## config.mk

```make
export PLATFORM = sky130hd
export DESIGN_NAME = multicycle_controller
export DESIGN_NICKNAME = d
export VERILOG_FILES = /design/src/rtl/riscv_pkg.sv /design/src/rtl/alu_decoder.sv /design/src/rtl/multicycle_controller.sv
export SDC_FILE = /design/constraint.sdc
export NUM_CORES = 1
export LEC_CHECK = 0
export ABC_AREA = 1
export ABC_CLOCK_PERIOD_IN_PS = 3800
export CAP_MARGIN = 20
export CORE_MARGIN = 3
export CORE_UTILIZATION = 39
export CTS_BUF_LIST = sky130_fd_sc_hd__clkbuf_4 sky130_fd_sc_hd__clkbuf_8 sky130_fd_sc_hd__clkbuf_16
export DETAILED_ROUTE_END_ITERATION = 6
export GPL_TIMING_DRIVEN = 0
export PLACE_DENSITY = 0.92
export RECOVER_POWER = 25
export SETUP_SLACK_MARGIN = 0.02
export SKIP_CTS_REPAIR_TIMING = 1
export SLEW_MARGIN = 10
export SYNTH_ARGS = -nofsm -noshare
export SYNTH_HDL_FRONTEND = slang
export SYNTH_SLANG_ARGS = --single-unit
export TNS_END_PERCENT = 1
```

## constraint.sdc

```tcl
create_clock -name clk -period 3.8 [get_ports clk]
set_input_delay 0.38 -clock clk [delete_from_list [all_inputs] [get_ports clk]]
set_output_delay 0.38 -clock clk [all_outputs]
set_load 0.005 [all_outputs]
```

## src/rtl/riscv_pkg.sv

```systemverilog
// Shared RV32I control definitions: FSM state codes, opcodes, ALU control
// codes, ALU operation classes and datapath mux-select encodings.
package riscv_pkg;

  // Controller state register encoding (4 bits).
  typedef logic [3:0] state_t;

  localparam state_t StFetch    = 4'd0;
  localparam state_t StDecode   = 4'd1;
  localparam state_t StMemAdr   = 4'd2;
  localparam state_t StMemRead  = 4'd3;
  localparam state_t StMemWb    = 4'd4;
  localparam state_t StMemWrite = 4'd5;
  localparam state_t StExecR    = 4'd6;
  localparam state_t StExecI    = 4'd7;
  localparam state_t StAluWb    = 4'd8;
  localparam state_t StBeq      = 4'd9;
  localparam state_t StJal      = 4'd10;
  localparam state_t StHalt     = 4'd11;

  // Opcodes (instr[6:0]).
  localparam logic [6:0] OpLoad  = 7'b0000011;
  localparam logic [6:0] OpStore = 7'b0100011;
  localparam logic [6:0] OpR     = 7'b0110011;
  localparam logic [6:0] OpI     = 7'b0010011;
  localparam logic [6:0] OpBeq   = 7'b1100011;
  localparam logic [6:0] OpJal   = 7'b1101111;

  // ALU control codes.
  localparam logic [2:0] AluAdd = 3'b000;
  localparam logic [2:0] AluSub = 3'b001;
  localparam logic [2:0] AluAnd = 3'b010;
  localparam logic [2:0] AluOr  = 3'b011;
  localparam logic [2:0] AluSlt = 3'b101;

  // Class of ALU operation requested by the FSM.
  typedef enum logic [1:0] {
    AluOpAdd   = 2'b00,
    AluOpSub   = 2'b01,
    AluOpFunct = 2'b10
  } alu_op_e;

  // ALU source A select.
  localparam logic [1:0] SrcAPc    = 2'b00;
  localparam logic [1:0] SrcAOldPc = 2'b01;
  localparam logic [1:0] SrcARs1   = 2'b10;

  // ALU source B select.
  localparam logic [1:0] SrcBRs2   = 2'b00;
  localparam logic [1:0] SrcBImm   = 2'b01;
  localparam logic [1:0] SrcBFour  = 2'b10;

  // Result bus select.
  localparam logic [1:0] ResAluOut = 2'b00;
  localparam logic [1:0] ResData   = 2'b01;
  localparam logic [1:0] ResAlu    = 2'b10;

  // Immediate format select.
  localparam logic [1:0] ImmI = 2'b00;
  localparam logic [1:0] ImmS = 2'b01;
  localparam logic [1:0] ImmB = 2'b10;
  localparam logic [1:0] ImmJ = 2'b11;

endpackage

```

## src/rtl/alu_decoder.sv

```systemverilog
// Combinational ALU control decoder.
// Ports:
//   i_op        instruction opcode (bit 5 distinguishes R-type from I-type)
//   i_funct3    instr[14:12]
//   i_funct7b5  instr[30]
//   i_alu_op    operation class from the FSM (add, sub, decode funct)
//   o_alu_control  3-bit ALU operation code
module alu_decoder
  import riscv_pkg::*;
(
  input  logic [6:0] i_op,
  input  logic [2:0] i_funct3,
  input  logic       i_funct7b5,
  input  alu_op_e    i_alu_op,
  output logic [2:0] o_alu_control
);

  logic w_is_sub;

  // instr[30] only means subtract for R-type; addi with imm[10] set stays add.
  assign w_is_sub = i_op[5] & i_funct7b5;

  always_comb begin
    o_alu_control = AluAdd;
    unique case (i_alu_op)
      AluOpAdd: o_alu_control = AluAdd;
      AluOpSub: o_alu_control = AluSub;
      AluOpFunct: begin
        case (i_funct3)
          3'b000:  o_alu_control = w_is_sub ? AluSub : AluAdd;
          3'b010:  o_alu_control = AluSlt;
          3'b110:  o_alu_control = AluOr;
          3'b111:  o_alu_control = AluAnd;
          default: o_alu_control = AluAdd;
        endcase
      end
      default: o_alu_control = AluAdd;
    endcase
  end

endmodule

```

## src/rtl/multicycle_controller.sv

```systemverilog
// Multicycle RV32I control unit: Moore FSM sequencing fetch, decode, memory,
// execute, writeback, branch and jump steps, plus ALU and immediate decode.
// Ports:
//   clk, rst (async, active-low)
//   op, funct3, funct7b5   instruction fields from the instruction register
//   zero                   ALU zero flag (branch condition)
//   mem_ready              memory completes the current request this cycle
//   mem_req, mem_write, adr_src       memory interface controls
//   ir_write, pc_write, reg_write     architectural state enables
//   alu_src_a, alu_src_b, result_src  datapath mux selects
//   imm_src, alu_control              immediate format and ALU operation
//   illegal                flag: halted on an unknown opcode
module multicycle_controller
  import riscv_pkg::*;
(
  input  logic       clk,
  input  logic       rst,
  input  logic [6:0] op,
  input  logic [2:0] funct3,
  input  logic       funct7b5,
  input  logic       zero,
  input  logic       mem_ready,
  output logic       mem_req,
  output logic       mem_write,
  output logic       adr_src,
  output logic       ir_write,
  output logic       pc_write,
  output logic       reg_write,
  output logic [1:0] alu_src_a,
  output logic [1:0] alu_src_b,
  output logic [1:0] result_src,
  output logic [1:0] imm_src,
  output logic [2:0] alu_control,
  output logic       illegal
);

  state_t  r_state;
  state_t  w_state_next;
  alu_op_e w_alu_op;
  logic    w_mem_req;
  logic    w_mem_write;
  logic    w_ir_write;
  logic    w_pc_write;
  logic    w_reg_write;

  always_ff @(posedge clk or negedge rst) begin
    if (!rst) begin
      r_state <= StFetch;
    end else begin
      r_state <= w_state_next;
    end
  end

  always_comb begin
    w_state_next = r_state;
    case (r_state)
      StFetch:    w_state_next = mem_ready ? StDecode : StFetch;
      StDecode: begin
        case (op)
          OpLoad, OpStore: w_state_next = StMemAdr;
          OpR:             w_state_next = StExecR;
          OpI:             w_state_next = StExecI;
          OpBeq:           w_state_next = StBeq;
          OpJal:           w_state_next = StJal;
          default:         w_state_next = StHalt;
        endcase
      end
      StMemAdr:   w_state_next = (op == OpLoad) ? StMemRead : StMemWrite;
      StMemRead:  w_state_next = mem_ready ? StMemWb : StMemRead;
      StMemWb:    w_state_next = StFetch;
      StMemWrite: w_state_next = mem_ready ? StFetch : StMemWrite;
      StExecR:    w_state_next = StAluWb;
      StExecI:    w_state_next = StAluWb;
      StAluWb:    w_state_next = StFetch;
      StBeq:      w_state_next = StFetch;
      StJal:      w_state_next = StAluWb;
      StHalt:     w_state_next = StHalt;
      default:    w_state_next = StHalt;
    endcase
  end

  always_comb begin
    w_mem_req   = 1'b0;
    w_mem_write = 1'b0;
    w_ir_write  = 1'b0;
    w_pc_write  = 1'b0;
    w_reg_write = 1'b0;
    adr_src     = 1'b0;
    alu_src_a   = SrcAPc;
    alu_src_b   = SrcBRs2;
    result_src  = ResAluOut;
    w_alu_op    = AluOpAdd;
    case (r_state)
      StFetch: begin
        w_mem_req  = 1'b1;
        w_ir_write = mem_ready;
        w_pc_write = mem_ready;
        alu_src_a  = SrcAPc;
        alu_src_b  = SrcBFour;
        result_src = ResAlu;
      end
      StDecode: begin
        // Precompute the branch target into ALUOut.
        alu_src_a = SrcAOldPc;
        alu_src_b = SrcBImm;
      end
      StMemAdr: begin
        alu_src_a = SrcARs1;
        alu_src_b = SrcBImm;
      end
      StMemRead: begin
        w_mem_req = 1'b1;
        adr_src   = 1'b1;
      end
      StMemWb: begin
        result_src  = ResData;
        w_reg_write = 1'b1;
      end
      StMemWrite: begin
        w_mem_req   = 1'b1;
        w_mem_write = 1'b1;
        adr_src     = 1'b1;
      end
      StExecR: begin
        alu_src_a = SrcARs1;
        alu_src_b = SrcBRs2;
        w_alu_op  = AluOpFunct;
      end
      StExecI: begin
        alu_src_a = SrcARs1;
        alu_src_b = SrcBImm;
        w_alu_op  = AluOpFunct;
      end
      StAluWb: begin
        result_src  = ResAluOut;
        w_reg_write = 1'b1;
      end
      StBeq: begin
        alu_src_a  = SrcARs1;
        alu_src_b  = SrcBRs2;
        w_alu_op   = AluOpSub;
        result_src = ResAluOut;
        w_pc_write = zero;
      end
      StJal: begin
        alu_src_a  = SrcAOldPc;
        alu_src_b  = SrcBFour;
        result_src = ResAluOut;
        w_pc_write = 1'b1;
      end
      default: ;
    endcase
  end

  // Enables are gated by rst so an asserted reset silences them immediately,
  // independent of mem_ready/zero qualifiers.
  assign mem_req   = w_mem_req & rst;
  assign mem_write = w_mem_write & w_mem_req & rst;
  assign ir_write  = w_ir_write & rst;
  assign pc_write  = w_pc_write & rst;
  assign reg_write = w_reg_write & rst;
  assign illegal   = (r_state == StHalt);

  always_comb begin
    imm_src = ImmI;
    case (op)
      OpStore: imm_src = ImmS;
      OpBeq:   imm_src = ImmB;
      OpJal:   imm_src = ImmJ;
      default: imm_src = ImmI;
    endcase
  end

  alu_decoder u_alu_decoder (
    .i_op          (op),
    .i_funct3      (funct3),
    .i_funct7b5    (funct7b5),
    .i_alu_op      (w_alu_op),
    .o_alu_control (alu_control)
  );

endmodule
```

==> results.txt <==
----------------------------------------------------
[STA]
  Transition time of the tightest slew-check pin ... 0.2948 ns
  Setup TNS ... 0 ns
  Peak Freq ... 0.3932 GHz
  Final Hold Violating Endpoints ... 0
  Unrepaired setup endpoints after global routing ... no
  Max-slew headroom ... 0.8019
  Setup violators final ... 0
  Part of the cycle the worst path needs ... 0.6693
  Count of pins over their slew limit ... 0
  Shortest period the worst path allows ... 2.543 ns
  Setup skew after layout ... 0.002554 ns

[Synthesis]
  Syn. warnings ... 0
  Synth Cell Area ... 556.8 µm²
  Number of enable flip-flop cells after synthesis ... 0
  Commonest cells post-synth ... sky130_fd_sc_hd__nand2_1, sky130_fd_sc_hd__nor2_1, sky130_fd_sc_hd__inv_1
  Main area contributors after synthesis ... sky130_fd_sc_hd__dfrtp_1, sky130_fd_sc_hd__nand2_1, sky130_fd_sc_hd__nor2_1
  Dominant cell type by area after synthesis ... sky130_fd_sc_hd__dfrtp_1
  Count of unique library cells instantiated by Yosys ... 19
  Cells after Synth ... 100
  Fraction of registers with async set or reset after synthesis ... 1.000
  Synthesized area per cell ... 5.568 µm²
  Cell with the most instances after synthesis ... sky130_fd_sc_hd__nand2_1
  Net count of the mapped netlist ... 117
  Most common flop cell mapped by yosys ... sky130_fd_sc_hd__dfrtp_1
  Synthesized flop and latch total ... 4
  Proportion of synthesized chip area in sequential cells ... 0.1798
  Post-synth top area share ... 0.1798

[Die]
  Initial core utilization ... 0.4578
  Chip height ... 43.79 µm
  IO Count ... 33
  Floorplan die area ... 1917 µm²
  Core region area ... 1216 µm²
  Die width ... 43.79 µm
  Row cnt ... 12

[Worst setup path]
  Register-to-register setup slack ... 2.56 ns
  CP Capture Point ... alu_control[0]
  Endpoint class of the critical path ... output pin
  Cell count of the worst reg-to-reg path ... 6
  CP arrival ... 2.16 ns
  Reg2reg end ... r_state[1]
  Classification of the worst setup path ... register to output pin
  CP Max Fanout ... 4
  Worst flop-to-flop path startpoint ... r_state[1]
  Worst setup path startpoint ... r_state[2]
  Setup crit start kind ... register
  WP data required ... 3.42 ns

[GRT]
  Global router's overall resource usage ... 0.2035
  GRT overflow ... 0
  Pin count of the biggest net entering global routing ... 7
  Vias in the first global route ... 752
  Antenna violations before repair ... 0
  First-pass GRT wire length ... 2980 µm

[Route]
  DRC errors left ... 0
  Iteration-0 DRC count of the detailed router ... 7
  Via density ... 5.007
  Via count of the routed design ... 746
  Number of iterations in the first detailed-routing pass ... 4
  Antenna Nets Post-Route ... 0
  Detail-routed net length per standard cell ... 11.03 µm
  Final routed wirelength across all metal layers ... 1644 µm

[Pwr]
  Clk network pwr share ... 0.448
  Switching portion of total power ... 0.2243
  Psw ... 0.02672 mW
  Leakage component of the power ... 0.4207 nW
  Power density of the placed cells ... 130.3 nW/µm²
  Sequential share of power ... 0.360
  Internal power contribution ... 0.09242 mW
  Comb power frac ... 0.192
  Worst vdd ir ... 154.3 µV

[Cells and area]
  Area Overhead vs Synth ... 64.27%
  Biggest register ... r_state
  Number of inserted diodes ... 0
  Fraction of layout cells with a size suffix above 1 ... 0.1259
  Largest registers ... r_state x4
  Largest register FFs ... 4
  Nets ... 154
  Cell area after layout ... 914.6 µm²

[Placed design]
  HPWL after DPL ... 1414 µm
  Total cell area at the placement stage ... 894.6 µm²
  Weighted congestion at the end of routability-driven global placement ... 0.8816
  I/O Buffers ... 32

[Clocking]
  Clock root buffer ... sky130_fd_sc_hd__clkbuf_4
  Num Clock Sinks ... 4
  Longest Clk Path Bufs ... 2
  H-Tree Level Count ... 1
  Clock-pin slew on the worst setup and hold paths ... 0.04 ns
  Clock latency on the worst-skew pair ... 0.24 ns
  Clock tree from TritonCTS ... built
  TritonCTS buffer count ... 3

[Outcome]
  Outcome ... finished, final reports clean

[Run]
  Max-cap violations ... 0

[Hold path]
  Path category of the worst min-delay check ... primary input to async pin

----------------------------------------------------
[per-stage QoR]
step	hold slack (ns)	util	worst slack, ns	instances	power, mW
floorplan	0.08441	-	2.141	100	0.04807
global placement	0.6112	0.7356	1.549	146	0.06603
detailed placement	0.6205	0.7356	1.494	146	0.06674
CTS	0.3693	0.7541	1.252	149	0.1205
global route	0.4634	0.7521	1.053	149	0.1232
finish	0.4368	0.7521	1.257	149	0.1191
[logic make-up (layout without fill, tap and decap cells)]
logic type | count (synthesis) | after routing | synth area share
fa+ha+maj | 2 | 2 | 0.04494
buf+inv | 20 | 55 | 0.1348
flops | 4 | 4 | 0.1798
simple gates | 65 | 65 | 0.5483
compound gates | 9 | 9 | 0.09214
[metal layers]
metal / up-vias / wire length (µm) / global-route usage
met1: 311 / 661 / 0.2083
met4: 0 / 68 / 0.1265
li1: 394 / - / -
met2: 34 / 798 / 0.3808
met5: - / 0 / 0
met3: 7 / 116 / 0.02490
[cell usage in the layout (no fill, tap or decap), drive strengths merged]
cell type	instances
ha	2
clkdlybuf4s50	30
inv	20
o211ai	1
nor2	22
clkbuf	3
a211oi	1
o21ai	3
nand3	9
nor4	1
nand4	3
nand2	28
a21oi	3
dlygate4sd3	2
a31oi	1
dfrtp	4
nor3	2
[worst min-delay path by stage]
stage	to	start	slack (ns)
floorplan	r_state[0]	rst	0.08
CTS	r_state[3]	rst	0.37
detailed placement	r_state[1]	rst	0.62
global placement	r_state[3]	rst	0.61
finish	r_state[3]	rst	0.44
global route	r_state[1]	rst	0.46
[cell type report]
class,instances,area (µm²)
Multi-Input combinational cell,76,379.1
Sequential cell,4,100.1
Inverter,20,75.07
Timing Repair Buffer,32,320.3
Fill cell,95,301.5
Tap cell,14,17.52
Clock buffer,3,22.52
[critical path, stage by stage, from the launching register on]
cell	delay (ns)
sky130_fd_sc_hd__dfrtp_1	0.45
sky130_fd_sc_hd__inv_2	0.08
sky130_fd_sc_hd__nor2_2	0.15
sky130_fd_sc_hd__inv_2	0.08
sky130_fd_sc_hd__nor2_4	0.10
sky130_fd_sc_hd__ha_1	0.17
sky130_fd_sc_hd__nand2_1	0.09
sky130_fd_sc_hd__nor2_1	0.09
sky130_fd_sc_hd__nor2_1	0.04
sky130_fd_sc_hd__a21oi_1	0.14
sky130_fd_sc_hd__clkdlybuf4s50_1	0.52
[power by group through the flow]
stage | registers, mW | clock network, mW | logic (mW)
global route | 0.0428 | 0.0549 | 0.0255
detailed placement | 0.0434 | 0 | 0.0234
finish | 0.0428 | 0.0534 | 0.0229
floorplan | 0.0434 | 0 | 0.00469
global placement | 0.0434 | 0 | 0.0227
CTS | 0.0428 | 0.0542 | 0.0235
Note: power is estimated with default switching activity, not from simulation.
